File: src/rtl/mem_arbiter.sv
// Shares one single-port memory between fetch and load/store; load/store wins unless fetch is starved.
// Latency: request -> *_ready next cycle -> *_valid/data the cycle after; requesters hold until *_ready.
module mem_arbiter #(
  parameter int unsigned STARVE_LIMIT = 4
) (
  input  logic        clk,
  input  logic        rst,
  input  logic        if_req,
  input  logic [11:0] if_addr,
  output logic        if_ready,
  output logic        if_valid,
  output logic [31:0] if_rdata,
  input  logic        ls_req,
  input  logic        ls_we,
  input  logic [3:0]  ls_mask,
  input  logic [11:0] ls_addr,
  input  logic [31:0] ls_wdata,
  output logic        ls_ready,
  output logic        ls_valid,
  output logic [31:0] ls_rdata,
  output logic        mem_request,
  output logic        mem_we_re,
  output logic [3:0]  mem_mask,
  output logic [11:0] mem_address,
  output logic [31:0] mem_data_in,
  input  logic        mem_valid,
  input  logic [31:0] mem_data_out
);

  typedef enum logic [1:0] {IDLE, ISSUE, RESP} state_e;

  localparam logic [3:0] LIMIT = 4'(STARVE_LIMIT);

  state_e      state_q, state_d;
  logic [3:0]  starve_q, starve_d;
  logic        own_ls_q, own_ls_d;
  logic        we_q, we_d;
  logic [3:0]  mask_q, mask_d;
  logic [11:0] addr_q, addr_d;
  logic [31:0] wdata_q, wdata_d;

  logic grant_ls;
  logic grant_if;
  logic unused_mem_valid;

  // The memory's valid never drops, so completion is timed by the FSM alone.
  assign unused_mem_valid = mem_valid;

  assign grant_ls = ls_req && !(if_req && (starve_q == LIMIT));
  assign grant_if = if_req && !grant_ls;

  always_ff @(posedge clk or negedge rst) begin
    if (!rst) begin
      state_q  <= IDLE;
      starve_q <= '0;
      own_ls_q <= 1'b0;
      we_q     <= 1'b0;
      mask_q   <= '0;
      addr_q   <= '0;
      wdata_q  <= '0;
    end else begin
      state_q  <= state_d;
      starve_q <= starve_d;
      own_ls_q <= own_ls_d;
      we_q     <= we_d;
      mask_q   <= mask_d;
      addr_q   <= addr_d;
      wdata_q  <= wdata_d;
    end
  end

  always_comb begin
    state_d  = state_q;
    starve_d = starve_q;
    own_ls_d = own_ls_q;
    we_d     = we_q;
    mask_d   = mask_q;
    addr_d   = addr_q;
    wdata_d  = wdata_q;
    case (state_q)
      ISSUE: state_d = RESP;
      default: begin
        if (grant_ls) begin
          state_d  = ISSUE;
          own_ls_d = 1'b1;
          we_d     = ls_we;
          mask_d   = ls_mask;
          addr_d   = ls_addr;
          wdata_d  = ls_wdata;
          // Only grants that make fetch wait count towards starvation.
          if (if_req) begin
            starve_d = (starve_q >= LIMIT) ? LIMIT : starve_q + 4'd1;
          end else begin
            starve_d = '0;
          end
        end else if (grant_if) begin
          state_d  = ISSUE;
          own_ls_d = 1'b0;
          we_d     = 1'b0;
          mask_d   = '0;
          addr_d   = if_addr;
          wdata_d  = '0;
          starve_d = '0;
        end else begin
          state_d = IDLE;
        end
      end
    endcase
  end

  always_comb begin
    if_ready    = 1'b0;
    ls_ready    = 1'b0;
    if_valid    = 1'b0;
    ls_valid    = 1'b0;
    mem_request = 1'b0;
    mem_we_re   = 1'b0;
    mem_mask    = '0;
    mem_address = '0;
    mem_data_in = '0;
    case (state_q)
      ISSUE: begin
        mem_request = 1'b1;
        mem_we_re   = we_q;
        mem_mask    = mask_q;
        mem_address = addr_q;
        mem_data_in = wdata_q;
        if_ready    = !own_ls_q;
        ls_ready    = own_ls_q;
      end
      RESP: begin
        if_valid = !own_ls_q;
        ls_valid = own_ls_q;
      end
      default: ;
    endcase
  end

  assign if_rdata = mem_data_out;
  assign ls_rdata = mem_data_out;

endmodule
File: config.mk
export PLATFORM = sky130hd
export DESIGN_NAME = mem_arbiter
export DESIGN_NICKNAME = d
export VERILOG_FILES = /design/src/rtl/mem_arbiter.sv
export SDC_FILE = /design/constraint.sdc
export NUM_CORES = 1
export LEC_CHECK = 0
export CAP_MARGIN = 10
export CORE_AREA = 2 2 103 105
export CTS_BUF_LIST = sky130_fd_sc_hd__clkbuf_4 sky130_fd_sc_hd__clkbuf_8
export DETAILED_ROUTE_END_ITERATION = 7
export DIE_AREA = 0 0 105 107
export GPL_TIMING_DRIVEN = 0
export PLACE_DENSITY_LB_ADDON = 0.25
export SLEW_MARGIN = 25
export SYNTH_ARGS = -nofsm -noshare
export SYNTH_HDL_FRONTEND = slang
export SYNTH_SLANG_ARGS = --single-unit
File: constraint.sdc
create_clock -name clk -period 2 [get_ports clk]
set_clock_uncertainty 0.1 [all_clocks]
set_input_delay 0.5 -clock clk [delete_from_list [all_inputs] [get_ports clk]]
set_output_delay 0.5 -clock clk [all_outputs]
set_load 0.1 [all_outputs]
# [Word level (Yosys, flattened, before mapping)]
# Index checks and enable logic that the tools add are counted.
[totals] mem_bits_ro=0 regBits=56 in_bits=98 ram_bits=0 n_memories=0 word_cells=45 output_inout_bits=118 latchBits=0
[classes] n_eq_ne=3 addsub=1 n_shift=0 bitwise_logic=1 multipliers=0 n_mux=24 n_div=0 magnitude_cmp=1 reduce_logical=8
[op_table] cell="2-to-1 mux 32 bit" n=3
[op_table] cell="2-to-1 mux 12 bit" n=3
[op_table] cell="2-to-1 mux 4 bit" n=6
[op_table] cell="2-to-1 mux 1 bit" n=11
[op_table] cell="adder 4 x 1 -> 4 bit, second input constant" n=1
[op_table] cell="== test 4 x 3 -> 1 bit, second input constant" n=1
[op_table] cell=">= comparator 4 x 3 -> 1 bit, second input constant" n=1
[op_table] cell="logical AND 1 bit" n=3
[op_table] cell="logical NOT 1 bit" n=3
[op_table] cell="== test 2 x 1 -> 1 bit, second input constant" n=1
[op_table] cell="== test 2 bit, second input constant" n=1
[op_table] cell="2-to-1 mux 2 bit" n=1
[op_table] cell="AND reduction 2 bit" n=1
[op_table] cell="nonzero test 2 bit" n=1
[op_table] cell="NOT 1 bit" n=1

# [Logic depth before layout (Yosys ltp)]
[logic_depth] word_depth=9 depth_mapped=6 mapped_depth_nobuf=5

# [Worst setup path before layout]
# OpenSTA, ideal clock, no wires.
[synth_timing] path_type="register to output" start="register own_ls_q" end="output if_valid" required_ns=1.400 slack_ns=-1.199 path_buffers=0 stages_incl_launch_ff=2 arrival_ns=2.599 cell_sequence="dfrtp_1 -> nor3b_1"
[synth_via] elab_chain_cells=2
[synth_rtl] item="start, declared" line_no="36" source="logic own_ls_q, own_ls_d;"
[synth_rtl] item="start signal, assigned" line_no="64" source="own_ls_q <= own_ls_d;"
[synth_rtl] item="logical NOT 1 bit" line_no="132" source="if_valid = !own_ls_q;"
[synth_rtl] item="2-to-1 mux 1 bit" line_no="121" source="case (state_q)"
[synth_rtl] item="end, declared" line_no="11" source="output logic if_valid,"
# No other way between the ends.

# [Worst setup path after layout]
[layout_timing] start="register state_q[1]" end="output mem_data_in[30]"
[layout_via] elab_chain_cells=2
[layout_rtl] item="start, declared" line_no="34" source="state_e state_q, state_d;"
[layout_rtl] item="start signal, assigned" line_no="62" source="state_q <= state_d;"
[layout_rtl] item="== test 2 x 1 -> 1 bit" line_no="121"
[layout_rtl] item="2-to-1 mux 32 bit" line_no="121"
[layout_rtl] item="end, declared" line_no="25" source="output logic [31:0] mem_data_in,"
# No other way between the ends.

==> qor.log <==
qor: clock_network.clk_root_buffer_cell sky130_fd_sc_hd__clkbuf_8
qor: clock_network.worst_setup_hold_path_clk_slew 0.11 ns
qor: synth.ys_seq_elements 56
qor: global_route.grt_pass1_vias 2981
qor: global_route.grt-ovfl-total 0
qor: pwr.power.internal 4.55 mW
qor: die.die-height 107 um
qor: timing.hold_violations_final 0
qor: synth.synthesis.area_per_instance 11.0 um^2
qor: synth.yosys.cell_types.count 30
qor: synth.post_synth_inst_count 289
qor: critical_path.critical_path_cell_count 5
qor: critical_path.cp_data_required_time 1.40 ns
qor: synth.yosys_most_used_dff sky130_fd_sc_hd__dfrtp_1
qor: die.initial_core_util 0.315
qor: pwr.power-per-cell-area 1500 nW/um^2
qor: detailed_routing.drcViolationCount 0
qor: detailed_routing.wl_met3 657 um
qor: global_route.grt_max_degree 32
qor: placed_design.gp_congestion 0.736
qor: layout.filler_cell_count 854
qor: layout.syn_to_layout_area_delta 90.3%
qor: timing.tightest_slew 0.958 ns
qor: global_route.track_usage 0.166
qor: die.core-area 10100 um^2
qor: critical_path.worstSetupPathType flop to output pin
qor: timing.fmax 470 MHz
qor: layout.post_route_cells_drive_above_1_share 0.501
qor: placed_design.post-place-cells 608
qor: job.maxCapViolations 0
qor: clock_network.clkLatencyLatePin 0.31 ns
qor: timing.setup-violations-final 52
qor: timing.finalHoldWorstSlack 0.411 ns
qor: detailed_routing.routed_wirelength 9.52 mm
qor: pwr.power.net_switching 4.54 mW
qor: placed_design.portBuffers 182
qor: pwr.p_leak 2.76 nW
qor: synth.synth_seq_area_share 0.441
qor: critical_path.worst_path_max_delay_cell sky130_fd_sc_hd__dfrtp_1
qor: clock_network.cts_inserted_buffers 5
qor: detailed_routing.routed_via_density 4.59
qor: critical_path.arrival 1.53 ns
qor: critical_path.worst_path_most_repeated_cell sky130_fd_sc_hd__buf_12
qor: die.placement_rows 37
qor: detailed_routing.route.met2.wl 4.95 mm
qor: pwr.vdd.ir_drop.worst 0.630 mV
qor: detailed_routing.ant_nets 0
qor: placed_design.hpwl 6.93 mm
qor: clock_network.cts_buffer_depth 2
qor: timing.finalMaxSlewViolations 0
qor: detailed_routing.detailedRoute.firstIterationViolations 101
qor: layout.antenna_cells_inserted 0
qor: critical_path.crit_family buffers and inverters
qor: clock_network.clock_sink_count 56
qor: synth.ys_async_sr_fraction 1.00
qor: die.boundaryPins 216
qor: timing.final.min_clock_period 2.13 ns
qor: layout.finish.net_count 588
qor: critical_path.timing.critical_path.buf_inv 3
qor: placed_design.dpl-instance-area 5300 um^2
qor: critical_path.critical_path.cell_chain nor2b_4 > buf_12 > buf_8 > and2_4 > buf_12
qor: synth.synthesis.nets 389
qor: timing.fin_crit_sh 1.06
qor: detailed_routing.route.top_layer_used met4
qor: clock_network.cts_tree done
qor: layout.finalInstanceArea 6040 um^2
qor: critical_path.startpoint_type flop
qor: critical_path.reg2regPathDepth 6
qor: synth.mappedNetlistArea 3180 um^2
qor: pwr.share_seq_of_total_power 0.213
qor: pwr.share_comb_of_total_power 0.702
qor: worst_hold_path.hold_path_depth 1
qor: synth.synth_edf_count 0
qor: pwr.power.share.switching 0.499
qor: timing.grt_setup_unrepaired true
qor: detailed_routing.drt_pre_antenna_iters 4
qor: critical_path.crit_path_max_fanout 11
qor: timing.final_critical_path_setup_slack -0.130 ns
qor: worst_hold_path.min_path_type flop to flop
qor: clock_network.cts.htree.levels 2
qor: detailed_routing.wl_met1 3.86 mm
qor: detailed_routing.dr_total_vias 2867
qor: die.die_area 11200 um^2
qor: pwr.clock_power_share 0.085
qor: status.result_of_the_run finished with violations
qor: global_route.grt_pass1_wl 15.1 mm
qor: timing.relSlewSlack 0.364
qor: synth.synth_warnings 0
qor: die.die_w 105 um
qor: critical_path.timing.critical_path.to_type output pin
qor: status.failed_checks setup timing
qor: detailed_routing.routed_wire_length_per_instance 15.2 um
qor: layout.post_layout_nonfiller_instances 625
qor: global_route.antenna_found_initial 0
qor: critical_path.critPathMaxStageDelay 0.42 ns
-- final timing paths --
check	startpoint	end	slack, ns
worst min register to register	wdata_q[5]	wdata_q[5]	0.41
worst max register to register	starve_q[0]	addr_q[8]	0.26
min in group asynchronous	rst	addr_q[0]	0.54
worst max-delay path	state_q[1]	mem_data_in[30]	-0.13
max in group asynchronous	rst	wdata_q[29]	0.78
worst min-delay path	wdata_q[5]	wdata_q[5]	0.41
-- synth_stat cells (2+ instances only) --
cell	n	area (um^2)
sky130_fd_sc_hd__a22o_1	39	342
sky130_fd_sc_hd__a2bb2oi_1	3	26.3
sky130_fd_sc_hd__a2bb2oi_2	9	135
sky130_fd_sc_hd__a311oi_1	12	105
sky130_fd_sc_hd__and2_1	51	319
sky130_fd_sc_hd__buf_2	4	20.0
sky130_fd_sc_hd__buf_4	68	510
sky130_fd_sc_hd__buf_6	6	67.6
sky130_fd_sc_hd__clkbuf_1	8	30.0
sky130_fd_sc_hd__dfrtp_1	56	1400
sky130_fd_sc_hd__ha_1	2	25.0
sky130_fd_sc_hd__inv_1	3	11.3
sky130_fd_sc_hd__o21ai_0	11	55.1
-- logic make-up after synthesis --
logic type | share of synthesized area
flops | 0.441
buf+inv | 0.203
simple gates | 0.132
fa+ha+maj | 0.00788
compound gates | 0.216
-- routing by layer --
| metal | vias to the layer above | global-route usage |
|---|---|---|
| met3 | 5 | 0.0413 |
| met2 | 129 | 0.307 |
| met5 | - | 0 |
| met4 | 0 | 0.0257 |
| li1 | 1349 | - |
| met1 | 1384 | 0.198 |
-- registers in the layout (all words and copies together), names as in the netlist --
register,cells
wdata_q,32
addr_q,12
mask_q,4
starve_q,4
state_q,2
own_ls_q,1
we_q,1
-- stage by stage --
stage          setup TNS, ns  utilization  total power [mW]  worst slack (ns)
3_5_place_dp          -81.14        0.525              7.21             -1.19
5_1_grt                -9.00        0.599              9.47            -0.195
2_1_floorplan         -0.408            -              6.01           -0.0102
4_1_cts                -6.91        0.599              8.93            -0.146
6_report               -5.66        0.599              9.09            -0.130
3_3_place_gp         -162.59        0.523              7.15             -1.50
-- placed cells by master, fill, tap and decap left out, types with 6 or more instances in the layout --
cell | netlist | final
sky130_fd_sc_hd__buf_4 | 68 | 76
sky130_fd_sc_hd__clkdlybuf4s50_1 | 0 | 63
sky130_fd_sc_hd__dfrtp_1 | 56 | 55
sky130_fd_sc_hd__buf_12 | 0 | 53
sky130_fd_sc_hd__and2_4 | 0 | 44
sky130_fd_sc_hd__clkdlybuf4s15_1 | 0 | 41
sky130_fd_sc_hd__a22o_1 | 39 | 39
sky130_fd_sc_hd__clkbuf_2 | 0 | 20
sky130_fd_sc_hd__o21ai_0 | 11 | 11
sky130_fd_sc_hd__buf_6 | 6 | 10
sky130_fd_sc_hd__a311oi_1 | 12 | 10
sky130_fd_sc_hd__a2bb2oi_2 | 9 | 9
sky130_fd_sc_hd__and2_2 | 0 | 6
-- final cells by class --
type,instances,area (um^2),area share
Sequential cell,56,1400,0.232
Timing Repair Buffer,192,2340,0.387
Clock inverter,3,46.3,0.00766
Multi-Input combinational cell,143,1280,0.212
Tap cell,136,170,0.0282
Inverter,4,16.3,0.00269
Clock buffer,5,68.8,0.0114
Buffer,86,719,0.119
-- worst reg2reg max path: cells and delay by family (launching register included) --
family / cells / cell delay (ns)
compound gates: 2 / 0.46
buf+inv: 2 / 0.32
fa+ha+maj: 1 / 0.16
simple gates: 1 / 0.17
flops: 1 / 0.42
-- power groups by stage --
stage	clock, mW	sequential, mW	combinational (mW)
after floorplan	0	1.85	4.16
after global placement	0	1.92	5.23
after detailed placement	0	1.94	5.27
after CTS	0.795	1.92	6.22
after global routing	0.842	2.01	6.62
final	0.769	1.94	6.38
-- timing repair --
action,in CTS,in global routing
hold endpoints to repair,3,0
hold buffers,1,0
pin swaps,0,8
buffers inserted,4,3
endpoints found under the setup margin,118,80
gates resized for setup,639,53
gates cloned,0,1
(Power assumes the default switching activity.)
